$ cat config.mk
export PLATFORM = sky130hd
export DESIGN_NAME = lade_speicher_einheit
export DESIGN_NICKNAME = d
export VERILOG_FILES = /design/src/rtl/lade_speicher_einheit.sv
export SDC_FILE = /design/constraint.sdc
export NUM_CORES = 1
export LEC_CHECK = 0
export CORE_ASPECT_RATIO = 1.1
export CORE_MARGIN = 1.5
export CORE_UTILIZATION = 29
export DETAILED_ROUTE_END_ITERATION = 7
export SLEW_MARGIN = 25
export SYNTH_ARGS = -nofsm -noshare
export SYNTH_HDL_FRONTEND = slang
export SYNTH_SLANG_ARGS = --single-unit
export TNS_END_PERCENT = 50
$ cat constraint.sdc
create_clock -name Clock -period 2.8 [get_ports Clock]
set_input_delay 0.84 -clock Clock [delete_from_list [all_inputs] [get_ports Clock]]
set_output_delay 0.84 -clock Clock [all_outputs]
set_load 0.02 [all_outputs]
$ cat src/rtl/lade_speicher_einheit.sv
// Load/store unit: executes controller load/store requests on a word bus with byte lanes.
// Define MISALIGNED_SPLIT_EN to split misaligned H/HU/W accesses into two bus transfers.
module lade_speicher_einheit #(
    parameter int ADRESS_BREITE = 32
) (
    input  logic                     Clock,
    input  logic                     Reset,
    input  logic                     LoadDatenSignal,
    input  logic                     StoreDatenSignal,
    input  logic [ADRESS_BREITE-1:0] Adresse,
    input  logic [31:0]              SchreibDaten,
    input  logic [2:0]               Funct3,
    output logic                     DatenGeladen,
    output logic                     DatenGespeichert,
    output logic [31:0]              LadeDaten,
    output logic                     Fehlausrichtung,
    output logic                     SpeicherAnfrage,
    output logic                     SpeicherSchreiben,
    output logic [ADRESS_BREITE-1:0] SpeicherAdresse,
    output logic [31:0]              SpeicherSchreibDaten,
    output logic [3:0]               SpeicherByteMaske,
    input  logic                     SpeicherBereit,
    input  logic [31:0]              SpeicherLeseDaten
);

    typedef enum logic [1:0] {
        IDLE     = 2'd0,
        ZUGRIFF0 = 2'd1,
`ifdef MISALIGNED_SPLIT_EN
        ZUGRIFF1 = 2'd2,
`endif
        FERTIG   = 2'd3
    } zustand_t;

    function automatic logic istFehlausgerichtet(input logic [1:0] groesseCode,
                                                 input logic [1:0] o);
        logic r;
        case (groesseCode)
            2'b00:   r = 1'b0;
            2'b01:   r = o[0];
            default: r = (o != 2'b00);
        endcase
        return r;
    endfunction

    function automatic logic [3:0] groessenMaske(input logic [1:0] groesseCode);
        logic [3:0] m;
        case (groesseCode)
            2'b00:   m = 4'b0001;
            2'b01:   m = 4'b0011;
            default: m = 4'b1111;
        endcase
        return m;
    endfunction

    function automatic logic [31:0] speicherWertBilden(input logic [1:0]  groesseCode,
                                                       input logic [31:0] d);
        logic [31:0] w;
        case (groesseCode)
            2'b00:   w = {24'h0, d[7:0]};
            2'b01:   w = {16'h0, d[15:0]};
            default: w = d;
        endcase
        return w;
    endfunction

    function automatic logic [31:0] erweitern(input logic [31:0] roh, input logic [2:0] f);
        logic [31:0] w;
        case (f[1:0])
            2'b00:   w = f[2] ? {24'h0, roh[7:0]}  : {{24{roh[7]}}, roh[7:0]};
            2'b01:   w = f[2] ? {16'h0, roh[15:0]} : {{16{roh[15]}}, roh[15:0]};
            default: w = roh;
        endcase
        return w;
    endfunction

    zustand_t                 zustand, zustandNaechst;
    logic [ADRESS_BREITE-1:0] adrReg;
    logic [31:0]              datenReg;
    logic [2:0]               funct3Reg;
    logic                     ladenReg;
    logic                     fehlReg;

    logic                     uebernehmen;
    logic                     anfrageFehl;
    logic [1:0]               versatz;
    logic [4:0]               bitVersatz;
    logic [ADRESS_BREITE-3:0] wortAdr;
    logic [3:0]               groesse;
    logic [31:0]              speicherWert;
    logic [31:0]              leseWert;
    logic                     ladeSchreiben;
    logic [31:0]              ladeWert;

`ifdef MISALIGNED_SPLIT_EN
    logic [63:0]              breitDaten;
    logic [7:0]               breitMaske;
    logic [63:0]              leseQuelle;
    logic [31:0]              erstesWort;
    logic                     erstesWortSchreiben;
`else
    logic [31:0]              schreibWort;
    logic [3:0]               maskeWort;
`endif

    assign uebernehmen  = LoadDatenSignal || StoreDatenSignal;
    assign anfrageFehl  = istFehlausgerichtet(Funct3[1:0], Adresse[1:0]);
    assign versatz      = adrReg[1:0];
    assign bitVersatz   = {versatz, 3'b000};
    assign wortAdr      = adrReg[ADRESS_BREITE-1:2];
    assign groesse      = groessenMaske(funct3Reg[1:0]);
    assign speicherWert = speicherWertBilden(funct3Reg[1:0], datenReg);

`ifdef MISALIGNED_SPLIT_EN
    // Lanes are steered across a 64-bit window spanning the addressed word and the next one
    assign breitDaten = {32'h0, speicherWert} << bitVersatz;
    assign breitMaske = {4'h0, groesse} << versatz;
    assign leseQuelle = (zustand == ZUGRIFF1) ? {SpeicherLeseDaten, erstesWort}
                                              : {32'h0, SpeicherLeseDaten};
    assign leseWert   = erweitern(32'(leseQuelle >> bitVersatz), funct3Reg);
`else
    assign schreibWort = speicherWert << bitVersatz;
    assign maskeWort   = groesse << versatz;
    assign leseWert    = erweitern(SpeicherLeseDaten >> bitVersatz, funct3Reg);
`endif

    always_ff @(posedge Clock) begin
        if (Reset) begin
            zustand    <= IDLE;
            adrReg     <= '0;
            datenReg   <= '0;
            funct3Reg  <= '0;
            ladenReg   <= 1'b0;
            fehlReg    <= 1'b0;
            LadeDaten  <= '0;
`ifdef MISALIGNED_SPLIT_EN
            erstesWort <= '0;
`endif
        end else begin
            zustand <= zustandNaechst;
            if (zustand == IDLE && uebernehmen) begin
                adrReg    <= Adresse;
                datenReg  <= SchreibDaten;
                funct3Reg <= Funct3;
                ladenReg  <= LoadDatenSignal;
                fehlReg   <= anfrageFehl;
            end
            if (ladeSchreiben) begin
                LadeDaten <= ladeWert;
            end
`ifdef MISALIGNED_SPLIT_EN
            if (erstesWortSchreiben) begin
                erstesWort <= SpeicherLeseDaten;
            end
`endif
        end
    end

    always_comb begin
        zustandNaechst       = zustand;
        DatenGeladen         = 1'b0;
        DatenGespeichert     = 1'b0;
        Fehlausrichtung      = 1'b0;
        SpeicherAnfrage      = 1'b0;
        SpeicherSchreiben    = 1'b0;
        SpeicherAdresse      = '0;
        SpeicherSchreibDaten = '0;
        SpeicherByteMaske    = '0;
        ladeSchreiben        = 1'b0;
        ladeWert             = '0;
`ifdef MISALIGNED_SPLIT_EN
        erstesWortSchreiben  = 1'b0;
`endif
        case (zustand)
            IDLE: begin
                if (uebernehmen) begin
`ifdef MISALIGNED_SPLIT_EN
                    zustandNaechst = ZUGRIFF0;
`else
                    zustandNaechst = anfrageFehl ? FERTIG : ZUGRIFF0;
                    // an abandoned misaligned load reports a zero result
                    ladeSchreiben  = anfrageFehl && LoadDatenSignal;
`endif
                end
            end
            ZUGRIFF0: begin
                SpeicherAnfrage   = 1'b1;
                SpeicherSchreiben = !ladenReg;
                SpeicherAdresse   = {wortAdr, 2'b00};
`ifdef MISALIGNED_SPLIT_EN
                SpeicherByteMaske    = breitMaske[3:0];
                SpeicherSchreibDaten = ladenReg ? '0 : breitDaten[31:0];
                if (SpeicherBereit) begin
                    erstesWortSchreiben = 1'b1;
                    if (fehlReg) begin
                        zustandNaechst = ZUGRIFF1;
                    end else begin
                        zustandNaechst = FERTIG;
                        ladeSchreiben  = ladenReg;
                        ladeWert       = leseWert;
                    end
                end
`else
                SpeicherByteMaske    = maskeWort;
                SpeicherSchreibDaten = ladenReg ? '0 : schreibWort;
                if (SpeicherBereit) begin
                    zustandNaechst = FERTIG;
                    ladeSchreiben  = ladenReg;
                    ladeWert       = leseWert;
                end
`endif
            end
`ifdef MISALIGNED_SPLIT_EN
            ZUGRIFF1: begin
                SpeicherAnfrage      = 1'b1;
                SpeicherSchreiben    = !ladenReg;
                SpeicherAdresse      = {wortAdr + (ADRESS_BREITE-2)'(1), 2'b00};
                SpeicherByteMaske    = breitMaske[7:4];
                SpeicherSchreibDaten = ladenReg ? '0 : breitDaten[63:32];
                if (SpeicherBereit) begin
                    zustandNaechst = FERTIG;
                    ladeSchreiben  = ladenReg;
                    ladeWert       = leseWert;
                end
            end
`endif
            FERTIG: begin
                DatenGeladen     = ladenReg;
                DatenGespeichert = !ladenReg;
`ifndef MISALIGNED_SPLIT_EN
                Fehlausrichtung  = fehlReg;
`endif
                zustandNaechst   = IDLE;
            end
            default: zustandNaechst = IDLE;
        endcase
    end

endmodule

## After elaboration in Yosys (flattened, before gate mapping)

Index checks and enable logic that the tools add are counted.

| word-level totals | value |
|---|---|
| register bits after elaboration | 103 |
| output and inout port bits | 105 |
| word-level logic and storage cells | 49 |

| operators by class | value |
|---|---|
| equality and inequality tests | 6 |
| shift-type cells | 3 |
| mux-type cells | 24 |
| reductions and logical operators | 9 |

Operators with widths:

| operator | number |
|---|---|
| $mux W32 | 7 |
| $pmux W32 S2 | 2 |
| $shl A32 B5 Y32 | 1 |
| $shr A32 B5 Y32 | 1 |
| $pmux W4 S2 | 1 |
| $mux W1 | 7 |
| $eq A2 B1 Y1 const B | 3 |
| $logic_not A2 Y1 | 3 |
| $mux W2 | 3 |
| $mux W4 | 1 |
| $ne A2 B2 Y1 const B | 2 |
| $pmux W1 S2 | 2 |
| $pmux W2 S2 | 1 |
| $shl A4 B2 Y4 | 1 |
| $eq A2 B2 Y1 const B | 1 |
| $logic_and A1 B1 Y1 | 2 |
| $reduce_and A2 Y1 | 1 |
| $reduce_bool A2 Y1 | 1 |
| $logic_not A1 Y1 | 1 |
| $logic_or A1 B1 Y1 | 1 |

## Depth between registers and ports, before layout

| logic depth | value |
|---|---|
| word-level depth | 5 |
| depth in mapped cells | 7 |
| gate-level depth less buffers | 5 |

## Worst setup path before layout

No wires, ideal clock.

| path | value |
|---|---|
| kind | reg-to-output |
| start | register zustand[0] |
| end | output port SpeicherSchreibDaten[24] |
| arrival | 1.826 ns |
| required time | 1.960 ns |
| setup slack | 0.134 ns |
| stages on the path, launching flop included | 5 |
| buffers on the path | 1 |
| cells stage by stage | dfxtp_1 nor3b_1 clkbuf_1 o21ai_1 a211oi_1 |

| between the ends | value |
|---|---|
| word-level cells in the longest chain between the ends | 2 |

Ends and longest elaborated chain:

| what | RTL line | RTL |
|---|---|---|
| start, declared | 77 | `zustand_t zustand, zustandNaechst;` |
| start signal, assigned | 140 | `zustand <= zustandNaechst;` |
| $eq A2 B1 Y1 | 174 | `case (zustand)` |
| $mux W32 | 174 |  |
| end, declared | 20 | `output logic [31:0] SpeicherSchreibDaten,` |

Every way passes these cells.

## Worst setup path in the final report

| path | value |
|---|---|
| start | register funct3Reg[0] |
| end | output port SpeicherSchreibDaten[24] |

| between the ends | value |
|---|---|
| word-level cells in the longest chain between the ends | 5 |
| elaborated cells on any way between the ends | 6 |

Ends and longest elaborated chain:

| what | RTL line | RTL |
|---|---|---|
| start, declared | 80 | `logic [2:0] funct3Reg;` |
| start signal, assigned | 144 | `funct3Reg <= Funct3;` |
| $eq A2 B1 Y1 / $logic_not A2 Y1 (equally long branches) | 59 | `case (groesseCode)` |
| $pmux W32 S2 (*) | 59 |  |
| $shl A32 B5 Y32 (*) | 122 | `assign schreibWort = speicherWert << bitVersatz;` |
| $mux W32 (*) | 205 | `SpeicherSchreibDaten = ladenReg ? '0 : schreibWort;` |
| $mux W32 (*) | 174 |  |

Every way passes the cells marked *; elsewhere a longest branch is shown, timed or not.

==> flow_metrics.py <==
metrics = {
    "timing": {
        "slew_headroom_pct": 36.18,
        "timing.final.crit_share_pct": 95.39,
        "fin_skew_ns": 0.005241,
        "finalHoldViolCount": 0,
        "fmax_mhz": 374.4,
        "tightestPinTransition_ns": 0.9542,
        "maxSlewViolCount": 0,
        "final.min_clock_period_ns": 2.671,
        "setup_viol": 0,
        "rsz0062_at_grt": "false",
    },
    "die": {
        "core_um2": 17740,
        "die_w_um": 131.3,
        "die_height_um": 144.2,
        "initial_utilization_pct": 29.62,
        "floorplan.die_area_um2": 18930,
        "ioPinCount": 209,
        "row_count": 51,
    },
    "synthesis": {
        "ys_async_sr_fraction_pct": 0,
        "ys_top_cells_by_area": "dfxtp_1 39%, nand2_1 11%, a21oi_1 8.3%",
        "ys_seq_area_share_pct": 39.25,
        "synth_edf_count": 0,
        "netlist_area_um2": 5254,
        "yosys.cell_count.top_type": "nand2_1",
        "synth-main-ff-cell": "dfxtp_1",
        "synth_common_cells": "157 x nand2_1, 103 x dfxtp_1, 87 x a21oi_1, 47 x and2_1, 33 x clkbuf_1",
        "ys_ff_latch": 103,
        "yosysWarnings": 0,
        "ys_types": 42,
        "synth_area_leader_cell": "dfxtp_1",
        "postSynthCellCount": 660,
        "synth_top_area_share_pct": 39.25,
        "synth.avg_cell_area_um2": 7.960,
    },
    "route": {
        "viasPerCell": 4.812,
        "drt_iter0_markers": 289,
        "drc": 0,
        "wl_met1_um": 8241,
        "antenna_left": 0,
        "drtPass1Iterations": 4,
        "post_drt_wl_per_cell_um": 16.29,
        "vias": 5260,
        "dr_wl_met3_um": 1020,
        "top_layer_used": "met4",
        "wl_um": 17800,
        "wl_met2_um": 8219,
    },
    "cells_and_area": {
        "postLayoutCoreUtil_pct": 44.12,
        "drive_above_1_share_pct": 10.64,
        "final_area_um2": 7828,
        "area_delta_synth_final_pct": 48.99,
        "diodes": 0,
        "final_nets": 955,
    },
    "clock_network": {
        "htreeDepth": 3,
        "clk_pin_slew_worst_paths_ns": 0.07,
        "postCtsSetupBuffers": 0,
        "clock-sinks": 103,
        "cts-root-buf": "clkbuf_16",
        "cts_buffer_depth": 2,
        "holdBufCountCts": 0,
        "cts_tree": "built",
        "numCtsBuffers": 9,
        "clk_latency_ns": 0.35,
    },
    "critical_path": {
        "crit_path_start_kind": "flop",
        "critPathKind": "reg2out",
        "crit_path_end_kind": "output port",
        "crit_fanout": 8,
        "crit_arrival_ns": 1.83,
        "required_ns": 1.96,
    },
    "pwr": {
        "swShare_pct": 31.60,
        "pwr-share-clk_pct": 30.9,
        "power_frac_seq_pct": 41.5,
        "p_leak_nw": 3.122,
        "internal_power_mw": 2.734,
        "peakVddDrop_mv": 0.2937,
        "switchingPower_mw": 1.263,
        "comb_power_share_pct": 27.6,
        "powerDensity_nw_per_um2": 510.6,
    },
    "global_routing": {
        "grt_pass1_vias": 4893,
        "grt_antenna_before_repair": 0,
        "grt_use_total_pct": 18.57,
        "grt_pass1_wl_um": 27570,
        "grt_start_max_net_pins": 71,
        "grt_overflow": 0,
    },
    "placement": {
        "place_area_um2": 7605,
        "dp_hpwl_um": 12880,
        "io_buffers": 206,
        "gp_congestion": 0.8753,
    },
    "min_path": {
        "hold_path_class": "reg2reg",
    },
    "status": {
        "outcome": "completed",
    },
    "job": {
        "max_cap_viol_count": 0,
    },
}
[area by class of cell]
class	count	area (µm²)
clock buffers	13	270.3
clock inverters	2	15.01
fillers	1867	9912
inverters	1	3.754
multi-input cells	498	2944
flip-flops and latches	103	2067
well taps	238	297.8
repair buffers	238	2230
[power by group through the flow]
stage / Sequential, mW / Clock, mW / Combinational [mW]
finish: 1.66 / 1.23 / 1.10
global route: 1.67 / 1.34 / 1.21
CTS: 1.66 / 1.28 / 1.11
detailed placement: 1.69 / 0 / 1.12
global placement: 1.69 / 0 / 1.12
floorplan: 1.68 / 0 / 0.640
[flip-flops by register name, summed over array words and instances (netlist names)]
register	flops
zustand	2
fehlReg	1
LadeDaten	32
funct3Reg	3
datenReg	32
adrReg	32
ladenReg	1
[cell usage in the layout, fill, tap and decap left out, drive strengths merged, types with 2 or more instances in the layout]
cell type / instances
nand2: 158
clkdlybuf4s50: 138
dfxtp: 103
a21oi: 87
and2: 47
dlygate4sd2: 42
buf: 33
mux2i: 30
o21ai: 26
clkbuf: 26
a22o: 24
nor2: 21
a211oi: 17
nor2b: 10
nand3b: 10
mux2: 9
nor3b: 9
nand3: 9
a22oi: 8
a2bb2oi: 7
o2111ai: 7
clkdlybuf4s15: 7
and3: 3
nor3: 3
conb: 2
clkinvlp: 2
dlymetal6s2s: 2
dlygate4sd1: 2
nand2b: 2
[worst max-delay path, stage by stage (launching register included)]
cell and delay [ns]:
dfxtp_1 0.33, nor2_1 0.06, buf_4 0.17, nor3b_1 0.20, a21oi_1 0.09, a211oi_1 0.28, dlygate4sd1_1 0.35
[cells by family after synthesis]
kind of cell           count (synthesis)  synth area share (%)
AND/OR/NAND/NOR                      275                 25.29
AO/OA/AOI/OAI                        181                 21.91
flip-flops                           103                 39.25
buffers and inverters                 60                 5.406
multiplexers                          40                 8.073
other                                  1               0.07138
[stage by stage]
stage	hold WS, ns	total power [mW]	setup TNS, ns	std cells	setup slack (ns)
2_1_floorplan	0.4317	2.316	0	661	0.1339
3_3_place_gp	0.4368	2.809	-0.9265	1077	-0.04078
6_report	0.4483	3.996	0	1093	0.1292
5_1_grt	0.4701	4.222	0	1093	0.0001272
3_5_place_dp	0.4418	2.810	-1.183	1077	-0.05629
4_1_cts	0.4516	4.048	0	1093	0.0008757
[path summary, 6_finish.rpt]
check	slack (ns)	startpoint	cells past startpoint	to
setup / recovery	0.13	funct3Reg[0]	6	SpeicherSchreibDaten[24]
setup reg to reg	0.23	adrReg[1]	6	LadeDaten[8]
hold / removal	0.45	adrReg[16]	2	adrReg[16]
hold reg to reg	0.45	adrReg[16]	2	adrReg[16]
[routing by layer]
| layer | vias up | global-route usage [%] |
|---|---|---|
| met5 | - | 0 |
| met3 | 16 | 3.785 |
| met1 | 2426 | 24.96 |
| met2 | 158 | 29.57 |
| met4 | 0 | 6.901 |
| li1 | 2660 | - |
[what timing repair did]
item | in CTS | in global routing
gates cloned | 1 | 0
resized for setup | 86 | 31
pin swaps | 0 | 0
endpoints found under the setup margin | 65 | 32
(Power assumes the default switching activity.)
